--- config.mk ---
export PLATFORM = sky130hd
export DESIGN_NAME = perf_event_collector_flat
export DESIGN_NICKNAME = d
export VERILOG_FILES = /design/src/rtl/perf_event_collector_if.sv /design/src/rtl/perf_event_collector.sv /design/src/flat_wrapper.sv
export SDC_FILE = /design/constraint.sdc
export NUM_CORES = 1
export LEC_CHECK = 0
export BUFFER_PORTS_ARGS = -buffer_cell sky130_fd_sc_hd__buf_2
export CORE_UTILIZATION = 54
export CTS_CLUSTER_DIAMETER = 30
export DETAILED_ROUTE_END_ITERATION = 8
export GPL_TIMING_DRIVEN = 1
export PLACE_DENSITY = 0.78
export SLEW_MARGIN = 20
export SYNTH_ARGS = -nofsm -noshare
export SYNTH_HDL_FRONTEND = slang
export SYNTH_SLANG_ARGS = --single-unit
--- constraint.sdc ---
create_clock -name clk_i -period 3.04 [get_ports clk_i]
set_input_delay 0.456 -clock clk_i [delete_from_list [all_inputs] [get_ports clk_i]]
set_output_delay 0.456 -clock clk_i [all_outputs]
set_load 0.02 [all_outputs]
--- src/rtl/perf_event_collector_if.sv ---
// Event-source / counter-block bundle for perf_event_collector.
// master = event sources plus consumer handshake (hold/lost_clr); slave = collector.
// inc_o/lost_o are the only signals the collector drives.
interface perf_event_collector_if #(
  parameter int NR_COMMIT_PORTS = 2,
  parameter int CNT_W           = 4
);
  logic                         debug_mode_i;
  logic [15:0]                  inhibit_i;
  logic                         l1_icache_miss_i;
  logic                         l1_dcache_miss_i;
  logic                         itlb_miss_i;
  logic                         dtlb_miss_i;
  logic                         sb_full_i;
  logic                         if_empty_i;
  logic                         ex_valid_i;
  logic                         eret_i;
  logic                         mispredict_i;
  logic [NR_COMMIT_PORTS-1:0]   commit_ack_i;
  logic [3*NR_COMMIT_PORTS-1:0] commit_class_i;
  logic                         hold_i;
  logic                         lost_clr_i;
  logic [16*CNT_W-1:0]          inc_o;
  logic                         lost_o;

  modport master (
    output debug_mode_i, inhibit_i,
    output l1_icache_miss_i, l1_dcache_miss_i, itlb_miss_i, dtlb_miss_i,
    output sb_full_i, if_empty_i, ex_valid_i, eret_i, mispredict_i,
    output commit_ack_i, commit_class_i,
    output hold_i, lost_clr_i,
    input  inc_o, lost_o
  );

  modport slave (
    input  debug_mode_i, inhibit_i,
    input  l1_icache_miss_i, l1_dcache_miss_i, itlb_miss_i, dtlb_miss_i,
    input  sb_full_i, if_empty_i, ex_valid_i, eret_i, mispredict_i,
    input  commit_ack_i, commit_class_i,
    input  hold_i, lost_clr_i,
    output inc_o, lost_o
  );
endinterface

--- src/rtl/perf_event_collector.sv ---
// Reduces event strobes and commit info to 16 gated per-event increment counts.
// Latency: one cycle, inputs sampled at edge N are on inc_o after edge N.
// Backpressure: while hold_i is high, increments accumulate with saturation; lost_o flags overflow.
module perf_event_collector #(
  parameter int NR_COMMIT_PORTS = 2,
  parameter int CNT_W           = 4
) (
  input logic                  clk_i,
  input logic                  rst_i,
  perf_event_collector_if.slave bus
);

  logic [CNT_W-1:0]    cur   [16];
  logic [CNT_W-1:0]    g     [16];
  logic [CNT_W:0]      sum   [16];
  logic [CNT_W-1:0]    inc_q [16];
  logic                lost_q;
  logic                any_ovf;
  logic [16*CNT_W-1:0] inc_flat;

  // Raw per-event counts for this cycle; commit ports only count when acknowledged.
  always_comb begin
    for (int k = 0; k < 16; k++) cur[k] = '0;
    cur[0]  = CNT_W'(bus.l1_icache_miss_i);
    cur[1]  = CNT_W'(bus.l1_dcache_miss_i);
    cur[2]  = CNT_W'(bus.itlb_miss_i);
    cur[3]  = CNT_W'(bus.dtlb_miss_i);
    cur[6]  = CNT_W'(bus.ex_valid_i);
    cur[7]  = CNT_W'(bus.eret_i);
    cur[11] = CNT_W'(bus.mispredict_i);
    cur[12] = CNT_W'(bus.sb_full_i);
    cur[13] = CNT_W'(bus.if_empty_i);
    cur[14] = CNT_W'(1);
    for (int p = 0; p < NR_COMMIT_PORTS; p++) begin
      if (bus.commit_ack_i[p]) begin
        cur[15] = cur[15] + CNT_W'(1);
        case (bus.commit_class_i[3*p +: 3])
          3'd1:    cur[4]  = cur[4]  + CNT_W'(1);
          3'd2:    cur[5]  = cur[5]  + CNT_W'(1);
          3'd3:    cur[8]  = cur[8]  + CNT_W'(1);
          3'd4:    cur[9]  = cur[9]  + CNT_W'(1);
          3'd5:    cur[10] = cur[10] + CNT_W'(1);
          default: ;
        endcase
      end
    end
  end

  // Debug/inhibit gating and the one-bit-wider accumulate sum used for saturation.
  always_comb begin
    any_ovf = 1'b0;
    for (int k = 0; k < 16; k++) begin
      g[k]    = (bus.debug_mode_i | bus.inhibit_i[k]) ? '0 : cur[k];
      sum[k]  = {1'b0, inc_q[k]} + {1'b0, g[k]};
      any_ovf = any_ovf | sum[k][CNT_W];
    end
  end

  // Increment registers: reload on consume, saturating accumulate while held; sticky loss flag.
  always_ff @(posedge clk_i) begin
    if (rst_i) begin
      for (int k = 0; k < 16; k++) inc_q[k] <= '0;
      lost_q <= 1'b0;
    end else begin
      for (int k = 0; k < 16; k++) begin
        if (bus.hold_i) inc_q[k] <= sum[k][CNT_W] ? '1 : sum[k][CNT_W-1:0];
        else            inc_q[k] <= g[k];
      end
      if (bus.hold_i && any_ovf) lost_q <= 1'b1;
      else if (bus.lost_clr_i)   lost_q <= 1'b0;
    end
  end

  // Flatten the per-event registers onto the output bus, event k at [k*CNT_W +: CNT_W].
  always_comb begin
    inc_flat = '0;
    for (int k = 0; k < 16; k++) inc_flat[k*CNT_W +: CNT_W] = inc_q[k];
  end

  assign bus.inc_o  = inc_flat;
  assign bus.lost_o = lost_q;

endmodule

--- src/flat_wrapper.sv ---
// flat-port wrapper written by rule: the top's interface ports become plain ports
module perf_event_collector_flat 
#(
  parameter int NR_COMMIT_PORTS = 2,
  parameter int CNT_W           = 4
)
  (clk_i, rst_i, bus_debug_mode_i, bus_inhibit_i, bus_l1_icache_miss_i, bus_l1_dcache_miss_i, bus_itlb_miss_i, bus_dtlb_miss_i, bus_sb_full_i, bus_if_empty_i, bus_ex_valid_i, bus_eret_i, bus_mispredict_i, bus_commit_ack_i, bus_commit_class_i, bus_hold_i, bus_lost_clr_i, bus_inc_o, bus_lost_o);
  perf_event_collector_if #(.NR_COMMIT_PORTS(NR_COMMIT_PORTS), .CNT_W(CNT_W)) bus_i ();
  input logic clk_i;
  input logic rst_i;
  input wire logic [$bits(bus_i.debug_mode_i)-1:0] bus_debug_mode_i;
  input wire logic [$bits(bus_i.inhibit_i)-1:0] bus_inhibit_i;
  input wire logic [$bits(bus_i.l1_icache_miss_i)-1:0] bus_l1_icache_miss_i;
  input wire logic [$bits(bus_i.l1_dcache_miss_i)-1:0] bus_l1_dcache_miss_i;
  input wire logic [$bits(bus_i.itlb_miss_i)-1:0] bus_itlb_miss_i;
  input wire logic [$bits(bus_i.dtlb_miss_i)-1:0] bus_dtlb_miss_i;
  input wire logic [$bits(bus_i.sb_full_i)-1:0] bus_sb_full_i;
  input wire logic [$bits(bus_i.if_empty_i)-1:0] bus_if_empty_i;
  input wire logic [$bits(bus_i.ex_valid_i)-1:0] bus_ex_valid_i;
  input wire logic [$bits(bus_i.eret_i)-1:0] bus_eret_i;
  input wire logic [$bits(bus_i.mispredict_i)-1:0] bus_mispredict_i;
  input wire logic [$bits(bus_i.commit_ack_i)-1:0] bus_commit_ack_i;
  input wire logic [$bits(bus_i.commit_class_i)-1:0] bus_commit_class_i;
  input wire logic [$bits(bus_i.hold_i)-1:0] bus_hold_i;
  input wire logic [$bits(bus_i.lost_clr_i)-1:0] bus_lost_clr_i;
  output wire logic [$bits(bus_i.inc_o)-1:0] bus_inc_o;
  output wire logic [$bits(bus_i.lost_o)-1:0] bus_lost_o;
  assign bus_i.debug_mode_i = bus_debug_mode_i;
  assign bus_i.inhibit_i = bus_inhibit_i;
  assign bus_i.l1_icache_miss_i = bus_l1_icache_miss_i;
  assign bus_i.l1_dcache_miss_i = bus_l1_dcache_miss_i;
  assign bus_i.itlb_miss_i = bus_itlb_miss_i;
  assign bus_i.dtlb_miss_i = bus_dtlb_miss_i;
  assign bus_i.sb_full_i = bus_sb_full_i;
  assign bus_i.if_empty_i = bus_if_empty_i;
  assign bus_i.ex_valid_i = bus_ex_valid_i;
  assign bus_i.eret_i = bus_eret_i;
  assign bus_i.mispredict_i = bus_mispredict_i;
  assign bus_i.commit_ack_i = bus_commit_ack_i;
  assign bus_i.commit_class_i = bus_commit_class_i;
  assign bus_i.hold_i = bus_hold_i;
  assign bus_i.lost_clr_i = bus_lost_clr_i;
  assign bus_inc_o = bus_i.inc_o;
  assign bus_lost_o = bus_i.lost_o;
  perf_event_collector #(.NR_COMMIT_PORTS(NR_COMMIT_PORTS), .CNT_W(CNT_W)) u_core (.clk_i(clk_i), .rst_i(rst_i), .bus(bus_i));
endmodule
==> flow_metrics.py <==
metrics = {
    "floorplanning": {
        "num_rows": 32,
        "ios": 103,
        "dieArea_mm2": 0.00834,
        "die_w_um": 91.3,
        "core-area_mm2": 0.00773,
        "start_util": 0.558,
        "die-height_um": 91.3,
    },
    "layout": {
        "final_util": 0.689,
        "area_growth_pct": 23.5,
        "seq_area_mm2": 0.00194,
        "drive_above_1_share": 0.227,
        "antennaDiodeCount": 0,
        "finalNetCount": 664,
        "design_area_mm2": 0.00532,
        "fillers": 603,
        "multiInputGateArea_mm2": 0.00237,
    },
    "timing": {
        "post-route-period-util": 0.835,
        "finalHoldWorstSlack_ps": 393,
        "worst_pin_slew_ps": 961,
        "slew_violations": 0,
        "layout_min_cycle_time_ps": 2540,
        "rsz0062_at_grt": "no",
        "setup_violations": 0,
        "setup_ws_ps": 501,
        "slew_headroom": 0.359,
        "fin_skew_ps": 10.3,
        "setup_tns_ps": 0,
        "fmax_ghz": 0.394,
        "hold_violations": 0,
    },
    "logic_synthesis": {
        "synth.avg_cell_area_um2": 10.3,
        "netlist.area_leader.share": 0.446,
        "ys_ff_latch": 65,
        "yosys-top-cells-area": "edfxtp_1, ha_1, a311oi_1",
        "synth_cells": 419,
        "yosys.cell_types.count": 41,
        "synth-edff-count": 64,
        "synth_common_cells": "edfxtp_1, nor2_1, inv_1, ha_1, a311oi_1",
        "syn_area_mm2": 0.00431,
        "yosysWarnings": 0,
        "yosysTopAreaCell": "edfxtp_1",
        "synthArstFlopShare": 0,
        "synth.most_common_cell": "edfxtp_1",
        "ys_seq_area_frac": 0.451,
        "synth_top_flop_cell": "edfxtp_1",
    },
    "power_and_ir_drop": {
        "p_sw_w": 0.000586,
        "pwr-share-clk": 0.357,
        "power_density_mw_per_mm2": 413,
        "sw_frac_of_total": 0.266,
        "seq_power_share": 0.497,
        "power.internal_w": 0.00162,
        "max-vdd-ir-drop_mv": 0.246,
        "power_frac_comb": 0.147,
        "leakage_nw": 2.46,
    },
    "place": {
        "place_area_mm2": 0.00512,
        "place_ws_ps": 168,
        "portBuffers": 102,
        "dpl.hpwl_um": 7040,
        "globalplace.congestion": 0.838,
    },
    "worst_setup_path": {
        "crit_path_end_kind": "register",
        "critPathLaunchType": "input port",
        "path_max_fanout": 5,
        "cp.arrival_ps": 2720,
        "path_class": "in2reg",
        "required_ps": 3220,
    },
    "clocking": {
        "cts_tree": "yes",
        "insertion_delay_ps": 330,
        "cts_max_level": 3,
        "numCtsBuffers": 9,
        "cts_resized": 0,
        "post_cts.repair.setup_buffers": 0,
        "clock-sinks": 65,
        "cts_buffer_depth": 2,
        "hold_buffers": 0,
        "clkTransAtPathRegs_ps": 60,
        "cts_root_buf": "clkbuf_8",
    },
    "global_route": {
        "grt_pass1_wl_um": 15500,
        "grt_pass1_vias": 3382,
        "grt_max_degree": 45,
        "use_met2": 0.396,
        "antenna_found_initial": 1,
        "grt_util_met1": 0.310,
        "top_usage_layer": "met2",
        "grtUsageMet3": 0.0377,
        "track_usage": 0.237,
        "globalRouteOverflowTotal": 0,
    },
    "outcome": {
        "status": "finished, final reports clean",
    },
    "job": {
        "cap_violations": 0,
    },
    "drt": {
        "vias": 3667,
        "first_pass_iters": 4,
        "final_antenna_net_count": 0,
        "routed_wl_um": 9520,
        "drc": 0,
        "drtIter0Drc": 162,
        "wl_per_cell_um": 13.8,
        "avgViaCountPerCell": 5.33,
    },
    "worst_hold_path": {
        "holdCritPathClass": "in2reg",
    },
}
## worst paths after layout
check / from / to / slack, ps / depth (start not counted)
worst max register to register: u_core.inc_q[4][0] / u_core.bus.lost_o / 1120 / 6
worst min register to register: u_core.bus.lost_o / u_core.bus.lost_o / 470 / 2
worst max-delay path: bus_commit_class_i[2] / u_core.bus.lost_o / 500 / 13
worst min-delay path: bus_lost_clr_i / u_core.bus.lost_o / 390 / 4
## registers in the layout, indices dropped and copies added, names as in the netlist
signal / count
u_core.bus.lost_o: 1
u_core.inc_q: 64
## cell families after synthesis
logic type / Yosys count / share of synthesized area
compound gates: 75 / 0.128
fa+ha+maj: 44 / 0.138
buf+inv: 58 / 0.0557
flops: 65 / 0.451
mux: 2 / 0.00464
other cells: 1 / 0.000870
simple gates: 174 / 0.222
## metrics by stage
step,cells,power (W)
finish,688,0.00220
global route,688,0.00229
CTS,688,0.00221
detailed placement,673,0.00143
global placement,673,0.00142
floorplan,482,0.00132
## worst max-delay path: stages
cell	delay, ps
buf_2	120
nand3b_1	190
nor2_1	110
ha_1	230
nand2_1	80
o31ai_2	80
and2_1	180
ha_1	210
fa_1	430
nand3_1	150
nand4_1	120
nor4_1	290
o21ai_1	80
## routing by layer
metal	part of all wire	up-vias	routed length (um)
met3	0.050	13	474
met4	0.013	2	122
met5	0.0011	-	10
met1	0.45	1729	4290
met2	0.49	108	4620
li1	-	1815	-
## cell type report
cell class	count	area share
clock inverter	4	0.0129
clock buffer	11	0.0247
tap	102	0.0240
inverter	43	0.0303
timing repair buffer	104	0.0987
multi-input combinational	359	0.445
sequential	65	0.365
## power by group through the flow
stage	registers, W	clock network [W]	logic [W]
floorplan	0.00116	0	0.000151
global placement	0.00111	0	0.000311
detailed placement	0.00111	0	0.000320
CTS	0.00109	0.000794	0.000323
global route	0.00110	0.000831	0.000360
finish	0.00109	0.000785	0.000323
## placed cells by master, fill, tap and decap left out, types with 2 or more instances in the layout
| master | n |
|---|---|
| nand4b_1 | 2 |
| mux2i_1 | 2 |
| a311oi_1 | 25 |
| inv_1 | 41 |
| a31oi_1 | 11 |
| nand3b_1 | 4 |
| nor3b_2 | 8 |
| ha_1 | 38 |
| fa_1 | 6 |
| a21oi_1 | 23 |
| clkbuf_1 | 2 |
| conb_1 | 64 |
| and3b_1 | 2 |
| o31a_1 | 3 |
| a21o_1 | 5 |
| nor3b_1 | 16 |
| buf_4 | 2 |
| o21ai_1 | 3 |
| bufinv_16 | 2 |
| nor2_1 | 54 |
| nor2b_1 | 3 |
| inv_2 | 2 |
| buf_2 | 102 |
| nand3_1 | 24 |
| and2_1 | 7 |
| edfxtp_1 | 64 |
| nand2_1 | 21 |
| nand4_1 | 4 |
| clkbuf_8 | 9 |
| nor3_1 | 23 |
Power figures use the tool's default switching activity.
